File: config.mk
export PLATFORM = sky130hd
export DESIGN_NAME = stage2_mag_flat
export DESIGN_NICKNAME = d
export VERILOG_FILES = /design/src/rtl/stage2_mag_if.sv /design/src/rtl/stage2_mag.sv /design/src/flat_wrapper.sv
export SDC_FILE = /design/constraint.sdc
export NUM_CORES = 1
export LEC_CHECK = 0
export CORE_MARGIN = 1.5
export CORE_UTILIZATION = 40
export DETAILED_ROUTE_END_ITERATION = 10
export PLACE_DENSITY_LB_ADDON = 0.1
export SKIP_CTS_REPAIR_TIMING = 1
export SLEW_MARGIN = 25
export SYNTH_ARGS = -nofsm -noshare
export SYNTH_HDL_FRONTEND = slang
export SYNTH_SLANG_ARGS = --single-unit
export TNS_END_PERCENT = 5
File: constraint.sdc
create_clock -name clock -period 10.4 [get_ports clock]
set_input_delay 2.08 -clock clock [delete_from_list [all_inputs] [get_ports clock]]
set_output_delay 2.08 -clock clock [all_outputs]
set_load 0.01 [all_outputs]
File: src/rtl/stage2_mag_if.sv
// Request/result bundle for stage2_mag: geometry terms in, conditioned magnitude and lever out.
interface stage2_mag_if #(
    parameter int W = 16
);
    logic         enable;
    logic [W-1:0] M;
    logic [W-1:0] N;
    logic [W-1:0] Lin;
    logic [W-1:0] L;
    logic [W-1:0] magMN;
    logic         clamped;
    logic         busy;
    logic         valid;

    modport master (
        output enable, M, N, Lin,
        input  L, magMN, clamped, busy, valid
    );

    modport slave (
        input  enable, M, N, Lin,
        output L, magMN, clamped, busy, valid
    );
endinterface

File: src/rtl/stage2_mag.sv
// magMN = floor(sqrt(M^2 + N^2)) via a bit-serial restoring root, with L conditioned so L < magMN
// and magMN != 0 for the downstream divide/arcsin stage.
module stage2_mag #(
    parameter int W          = 16,
    parameter int SAT_MARGIN = 1
) (
    input  logic         clock,
    input  logic         rst,
    stage2_mag_if.slave  bus
);
    localparam int CW = $clog2(W) + 1;
    localparam int RW = W + 2;
    localparam int SW = W + 4;

    typedef enum logic [1:0] {IDLE, SQ, ROOT, FIN} state_t;

    state_t          state_reg;
    logic [W-1:0]    m_reg;
    logic [W-1:0]    n_reg;
    logic [W-1:0]    lin_reg;
    logic [2*W-1:0]  sum_reg;
    logic [RW-1:0]   rem_reg;
    logic [W-1:0]    root_reg;
    logic [CW-1:0]   cnt_reg;
    logic [W-1:0]    l_reg;
    logic [W-1:0]    mag_reg;
    logic            clamped_reg;
    logic            busy_reg;
    logic            valid_reg;

    logic [W-1:0]    abs_m;
    logic [W-1:0]    abs_n;
    logic [2*W-1:0]  abs_m_ext;
    logic [2*W-1:0]  abs_n_ext;
    logic [2*W-1:0]  sum_next;
    logic [SW-1:0]   rem_shift;
    logic [SW-1:0]   trial;
    logic            take_bit;
    logic [RW-1:0]   rem_next;
    logic [W-1:0]    root_next;
    logic [W-1:0]    margin;

    // Magnitudes are W-bit unsigned so the most negative input maps to 2^(W-1) without overflow.
    always_comb begin
        abs_m     = m_reg[W-1] ? (~m_reg + 1'b1) : m_reg;
        abs_n     = n_reg[W-1] ? (~n_reg + 1'b1) : n_reg;
        abs_m_ext = {{W{1'b0}}, abs_m};
        abs_n_ext = {{W{1'b0}}, abs_n};
        sum_next  = abs_m_ext * abs_m_ext + abs_n_ext * abs_n_ext;
    end

    // One restoring-root step: bring down the next two radicand bits, try appending a 1.
    always_comb begin
        rem_shift = {rem_reg, sum_reg[2*W-1:2*W-2]};
        trial     = {2'b00, root_reg, 2'b01};
        take_bit  = (rem_shift >= trial);
        rem_next  = take_bit ? RW'(rem_shift - trial) : RW'(rem_shift);
        root_next = {root_reg[W-2:0], take_bit};
        margin    = W'(SAT_MARGIN);
    end

    always_ff @(posedge clock) begin
        if (rst) begin
            state_reg   <= IDLE;
            m_reg       <= '0;
            n_reg       <= '0;
            lin_reg     <= '0;
            sum_reg     <= '0;
            rem_reg     <= '0;
            root_reg    <= '0;
            cnt_reg     <= '0;
            l_reg       <= '0;
            mag_reg     <= '0;
            clamped_reg <= 1'b0;
            busy_reg    <= 1'b0;
            valid_reg   <= 1'b0;
        end else begin
            valid_reg <= 1'b0;
            case (state_reg)
                IDLE: begin
                    if (bus.enable) begin
                        m_reg     <= bus.M;
                        n_reg     <= bus.N;
                        lin_reg   <= bus.Lin;
                        busy_reg  <= 1'b1;
                        state_reg <= SQ;
                    end
                end
                SQ: begin
                    sum_reg   <= sum_next;
                    rem_reg   <= '0;
                    root_reg  <= '0;
                    cnt_reg   <= '0;
                    state_reg <= ROOT;
                end
                ROOT: begin
                    sum_reg  <= {sum_reg[2*W-3:0], 2'b00};
                    rem_reg  <= rem_next;
                    root_reg <= root_next;
                    cnt_reg  <= cnt_reg + 1'b1;
                    if (cnt_reg == CW'(W - 1)) begin
                        state_reg <= FIN;
                    end
                end
                FIN: begin
                    if (root_reg == '0) begin
                        mag_reg     <= W'(1);
                        l_reg       <= '0;
                        clamped_reg <= 1'b1;
                    end else if (root_reg <= margin) begin
                        mag_reg     <= root_reg;
                        l_reg       <= '0;
                        clamped_reg <= (lin_reg != '0);
                    end else if (lin_reg > root_reg - margin) begin
                        mag_reg     <= root_reg;
                        l_reg       <= root_reg - margin;
                        clamped_reg <= 1'b1;
                    end else begin
                        mag_reg     <= root_reg;
                        l_reg       <= lin_reg;
                        clamped_reg <= 1'b0;
                    end
                    valid_reg <= 1'b1;
                    busy_reg  <= 1'b0;
                    state_reg <= IDLE;
                end
                default: begin
                    busy_reg  <= 1'b0;
                    state_reg <= IDLE;
                end
            endcase
        end
    end

    assign bus.L       = l_reg;
    assign bus.magMN   = mag_reg;
    assign bus.clamped = clamped_reg;
    assign bus.busy    = busy_reg;
    assign bus.valid   = valid_reg;
endmodule
File: src/flat_wrapper.sv
// flat-port wrapper written by rule: the top's interface ports become plain ports
module stage2_mag_flat 
#(
    parameter int W          = 16,
    parameter int SAT_MARGIN = 1
)
  (clock, rst, bus_enable, bus_M, bus_N, bus_Lin, bus_L, bus_magMN, bus_clamped, bus_busy, bus_valid);
  stage2_mag_if #(.W(W)) bus_i ();
  input  logic clock;
  input  logic rst;
  input wire logic [$bits(bus_i.enable)-1:0] bus_enable;
  input wire logic [$bits(bus_i.M)-1:0] bus_M;
  input wire logic [$bits(bus_i.N)-1:0] bus_N;
  input wire logic [$bits(bus_i.Lin)-1:0] bus_Lin;
  output wire logic [$bits(bus_i.L)-1:0] bus_L;
  output wire logic [$bits(bus_i.magMN)-1:0] bus_magMN;
  output wire logic [$bits(bus_i.clamped)-1:0] bus_clamped;
  output wire logic [$bits(bus_i.busy)-1:0] bus_busy;
  output wire logic [$bits(bus_i.valid)-1:0] bus_valid;
  assign bus_i.enable = bus_enable;
  assign bus_i.M = bus_M;
  assign bus_i.N = bus_N;
  assign bus_i.Lin = bus_Lin;
  assign bus_L = bus_i.L;
  assign bus_magMN = bus_i.magMN;
  assign bus_clamped = bus_i.clamped;
  assign bus_busy = bus_i.busy;
  assign bus_valid = bus_i.valid;
  stage2_mag #(.W(W), .SAT_MARGIN(SAT_MARGIN)) u_core (.clock(clock), .rst(rst), .bus(bus_i));
endmodule
==> results.py, run 1 <==
metrics = {
    "floorplan": {
        "core_area_sq_um": 55300,
        "die_width_um": 240,
        "die-area_sq_um": 57600,
        "start_util": 0.406,
        "ios": 86,
        "die_h_um": 240,
        "row_count": 86,
    },
    "clock_network": {
        "cts_tree": "done",
        "htreeDepth": 4,
        "clockBufferDepth": 2,
        "path_clk_slew_ns": 0.09,
        "cts_buffers": 17,
        "cts-root-buf": "clkbuf_16",
        "clock-sinks": 156,
        "clock_latency_ns": 0.49,
    },
    "finish": {
        "drive_above_1_share": 0.0362,
        "largest_reg_flops": 32,
        "fillers": 5574,
        "syn_to_final_growth_pct": 10.9,
        "fin_nets": 3361,
    },
    "timing": {
        "finalSetupViolCount": 0,
        "post-route-period-util": 0.927,
        "period_needed_ns": 9.64,
        "setup_tns_ns": 0,
        "worst_pin_slew_ns": 1.03,
        "drv_slew": 0,
        "setup_ws_ns": 0.763,
        "rsz0062_at_grt": "false",
        "slew_headroom": 0.314,
        "fmax_mhz": 104,
        "report.final.hold_viol_count": 0,
        "clock_skew_ns": 0.0283,
    },
    "setup_path": {
        "worstReg2RegStart": "u_core.m_reg[2]",
        "cp_num_buf_inv": 6,
        "start_kind": "flip-flop",
        "critPathArrivalTime_ns": 9.97,
        "critPathMostFrequentCell": "fa_1",
        "r2r_cells": 29,
        "slowest_stage": "clkinv_1",
        "rr_endpoint": "u_core.sum_reg[31]",
        "crit_type": "flip-flop to flip-flop",
        "cp-end-kind": "flip-flop",
        "critPathMaxFanout": 10,
        "cp_slowest_stage_delay_ns": 0.60,
        "cp.required_ns": 10.73,
        "crit_family": "adder cells",
        "r2r_slack_ns": 0.76,
    },
    "min_path": {
        "hp-start": "u_core.bus.L[15]",
        "hold_depth": 2,
        "hold_path.class": "flip-flop to flip-flop",
        "min_to": "u_core.bus.L[15]",
    },
    "global_route": {
        "grt_usage": 0.238,
        "grt_max_degree": 79,
        "antenna_found_initial": 1,
        "grt_pass1_wl_um": 104000,
        "grt_pass1_vias": 18599,
        "gr-total-overflow": 0,
    },
    "synthesis": {
        "yosysTopAreaCell": "fa_1",
        "synth-seq-cells": 156,
        "synth_edf_count": 0,
        "synth_area_leaders": "fa_1 34%, dfxtp_1 14%, ha_1 13%",
        "synth-main-ff-cell": "dfxtp_1",
        "async_flop_share": 0,
        "yosys.area.top_type_share": 0.341,
        "syn_inst": 2607,
        "netlist_area_sq_um": 22500,
        "synth_cell_types": 65,
        "yosysSeqAreaShare": 0.139,
        "syn-mean-instance-area_sq_um": 8.62,
        "yosys_warnings": 0,
    },
    "placement": {
        "dp_hpwl_um": 54000,
        "dp_slack_ns": 0.793,
        "port_buffers": 85,
        "gp_congestion": 0.912,
    },
    "run_status": {
        "status": "completed",
    },
    "routing": {
        "top_layer": "met4",
        "drt-initial-drc-count": 1034,
        "wl_met1_um": 28300,
        "via_count": 17297,
        "wl_met3_um": 2970,
        "drcViolationCount": 0,
        "wl_um": 63900,
        "ant_nets": 0,
        "drt-wirelength-per-cell_um": 18.5,
        "dr.pass1.iters": 6,
        "wl_met2_um": 30400,
        "routed_via_density": 5.01,
    },
    "flow_run": {
        "maxCapViolCount": 0,
    },
}
worst max path at each step:
stage	end	startpoint	depth (start not counted)
after floorplan	u_core.sum_reg[31]	u_core.m_reg[6]	27
after global placement	u_core.sum_reg[31]	u_core.m_reg[6]	28
after detailed placement	u_core.sum_reg[31]	u_core.m_reg[2]	29
after CTS	u_core.sum_reg[31]	u_core.m_reg[2]	29
after global routing	u_core.sum_reg[31]	u_core.m_reg[2]	29
final	u_core.sum_reg[31]	u_core.m_reg[2]	29
metrics by stage:
step | util | hold slack [ns] | instance area [sq um] | instances
after floorplan | - | 0.447 | 22600 | 2629
after global placement | 0.440 | 0.443 | 24300 | 3421
after detailed placement | 0.440 | 0.446 | 24400 | 3421
after CTS | 0.450 | 0.463 | 24900 | 3453
after global routing | 0.450 | 0.484 | 24900 | 3453
final | 0.450 | 0.457 | 24900 | 3454
cell usage after synthesis, types with 26 or more instances:
master / count
nor2_1: 226
nand2_1: 320
xnor2_1: 67
inv_1: 563
ha_1: 235
a21oi_1: 147
fa_1: 383
mux2i_1: 26
dfxtp_1: 156
xor2_1: 31
nand3_1: 33
clkbuf_1: 67
o21ai_0: 72
a21o_1: 29
area by class of cell:
| type | instances | area (sq um) | area share |
|---|---|---|---|
| Antenna cell | 1 | 2.50 | 0.000100 |
| Clock buffer | 17 | 425 | 0.0171 |
| Clock inverter | 15 | 128 | 0.00512 |
| Inverter | 576 | 2160 | 0.0868 |
| Multi-Input combinational cell | 1817 | 17000 | 0.682 |
| Sequential cell | 156 | 3120 | 0.125 |
| Tap cell | 748 | 936 | 0.0376 |
| Timing Repair Buffer | 124 | 1140 | 0.0458 |
per-layer routing:
layer,vias up,global-route usage
li1,8249,-
met1,8552,0.314
met2,400,0.393
met3,96,0.0361
met4,0,0.0879
met5,-,0
cell usage in the layout, fill, tap and decap left out, types with 14 or more instances in the layout:
master / count
fa_1: 383
dfxtp_1: 156
a21o_1: 29
clkdlybuf4s50_1: 84
nand2_1: 319
nand2b_1: 14
a311oi_1: 14
nand3_1: 33
mux2i_1: 26
inv_1: 562
buf_4: 40
o21ai_0: 71
nor2b_1: 16
nor3_1: 19
a211oi_1: 16
xnor2_1: 65
conb_1: 24
ha_1: 233
a21oi_1: 146
xor2_1: 30
clkbuf_16: 17
nor2_1: 225
worst register-to-register path, delay by kind of cell (launching register included):
kind	cells	cell delay (ns)
fa+ha+maj	9	4.35
simple gates	8	2.07
compound gates	5	1.18
buf+inv	6	0.90
xor+xnor	1	0.59
flops	1	0.37
logic make-up after synthesis:
| logic type | Yosys count | synth area share |
|---|---|---|
| other cells | 2 | 0.000334 |
| fa+ha+maj | 618 | 0.472 |
| compound gates | 347 | 0.0937 |
| buf+inv | 656 | 0.110 |
| xor+xnor | 98 | 0.0382 |
| simple gates | 702 | 0.134 |
| mux | 28 | 0.0126 |
| flops | 156 | 0.139 |
Power of run 1 is left out: the tool's default activity adds up to more than one toggle a clock period on the data nets, which glitch-free logic cannot reach.
==> inputs of run 2 (changes only) <==
- CTS_CLUSTER_DIAMETER: default -> 40
==> results of run 2 <==
The final DEF is identical to that of run 1; final timing and power are the same.
Power of run 2 is left out for the same reason.
==> inputs of run 3 (changes only) <==
- PLACE_DENSITY_LB_ADDON: 0.1 -> 0.12
- SKIP_LAST_GASP: default -> 1
==> results.py, run 3 (same netlist as run 1, synthesis figures left out) <==
metrics = {
    "run_status": {
        "status": "completed",
    },
    "timing": {
        "setup_tns_ns": 0,
        "rsz0062_at_grt": "false",
        "finalSetupViolCount": 0,
        "worst_pin_slew_ns": 1.12,
        "clock_skew_ns": 0.0201,
        "slew_headroom": 0.248,
        "drv_slew": 0,
        "post-route-period-util": 0.955,
        "report.final.hold_viol_count": 0,
        "fmax_mhz": 101,
        "period_needed_ns": 9.93,
    },
    "routing": {
        "drt-initial-drc-count": 911,
        "via_count": 17194,
        "drcViolationCount": 0,
        "dr.pass1.iters": 5,
        "routed_via_density": 4.98,
        "drt-wirelength-per-cell_um": 18.1,
        "wl_um": 62700,
        "ant_nets": 0,
    },
    "finish": {
        "num_antenna_cells": 0,
        "final_common_cell": "inv_1",
        "syn_to_final_growth_pct": 11.1,
        "fin_cells": 3456,
        "final_area_sq_um": 25000,
        "largest_reg_flops": 32,
        "most-common-layout-cells": "563 x inv_1, 383 x fa_1, 319 x nand2_1",
        "fin_nets": 3365,
        "drive_above_1_share": 0.0362,
    },
    "setup_path": {
        "rr_endpoint": "u_core.sum_reg[31]",
        "start_kind": "flip-flop",
        "critPathMaxFanout": 9,
        "critPathArrivalTime_ns": 10.25,
        "worstReg2RegStart": "u_core.m_reg[6]",
        "r2r_cells": 27,
        "crit_type": "flip-flop to flip-flop",
        "r2r_slack_ns": 0.47,
        "cp.required_ns": 10.71,
        "cp-end-kind": "flip-flop",
        "cp-startpoint": "u_core.m_reg[6]",
    },
    "min_path": {
        "hold_path.class": "flip-flop to flip-flop",
        "hold_depth": 2,
        "min_to": "u_core.bus.L[10]",
        "hp-start": "u_core.bus.L[10]",
    },
    "global_route": {
        "gr-total-overflow": 0,
        "grt_pass1_vias": 18119,
        "grt_pass1_wl_um": 102000,
        "antenna_found_initial": 1,
        "grt_usage": 0.232,
        "grt_max_degree": 79,
    },
    "flow_run": {
        "maxCapViolCount": 0,
    },
    "clock_network": {
        "clock_latency_ns": 0.48,
        "cts_buffers": 17,
        "cts_tree": "done",
        "cts-root-buf": "clkbuf_16",
        "path_clk_slew_ns": 0.09,
        "htreeDepth": 4,
        "clock-sinks": 156,
        "clockBufferDepth": 2,
    },
    "placement": {
        "place_area_sq_um": 24400,
        "dp.cells": 3425,
        "dp_hpwl_um": 52900,
        "port_buffers": 85,
        "gp_congestion": 0.898,
    },
    "floorplan": {
        "die-area_sq_um": 57600,
        "die_h_um": 240,
        "core_area_sq_um": 55300,
        "ios": 86,
        "start_util": 0.406,
        "die_width_um": 240,
        "row_count": 86,
    },
}
run 3: routing by layer:
metal,vias to the layer above,global-route usage,wire [um]
li1,8247,-,-
met1,8544,0.313,28700
met2,333,0.382,29800
met3,68,0.0373,2470
met4,2,0.0667,1700
met5,-,0,13
run 3: metrics by stage:
stage / setup WS [ns] / utilization / hold WS (ns)
CTS: 0.492 / 0.451 / 0.465
floorplan: 1.86 / - / 0.447
finish: 0.465 / 0.451 / 0.456
detailed placement: 0.561 / 0.441 / 0.448
global placement: 0.594 / 0.440 / 0.444
global route: 0.0242 / 0.451 / 0.487
run 3: worst max path at each step:
stage	endpoint	slack, ns	cells past startpoint
after global placement	u_core.sum_reg[31]	0.59	27
after global routing	u_core.sum_reg[31]	0.02	28
after detailed placement	u_core.sum_reg[31]	0.56	27
after CTS	u_core.sum_reg[31]	0.49	27
final	u_core.sum_reg[31]	0.47	27
after floorplan	u_core.sum_reg[31]	1.86	27
run 3: worst max-delay path, cell delays in order, from the launching register on:
cell       delay, ns
dfxtp_1         0.37
or4_4           0.57
or4_4           0.44
o31ai_1         0.39
xnor2_1         0.48
clkinv_1        0.66
nor2_1          0.36
fa_1            0.50
fa_1            0.49
fa_1            0.51
inv_1           0.05
fa_1            0.48
inv_1           0.05
fa_1            0.48
fa_1            0.53
fa_1            0.51
inv_1           0.05
fa_1            0.48
inv_1           0.07
ha_1            0.33
a21oi_1         0.27
a2bb2oi_1       0.25
a21oi_1         0.09
a211oi_1        0.45
a21oi_1         0.20
or4b_1          0.50
o2111ai_1       0.09
o22ai_1         0.11
run 3: final cells by class:
type,instances,area [sq um]
clock buffers,17,425
repair buffers,128,1170
clock inverters,14,160
fillers,5560,30300
inverters,576,2160
flip-flops and latches,156,3120
multi-input cells,1817,17000
well taps,748,936
Power of run 3 is left out for the same reason.
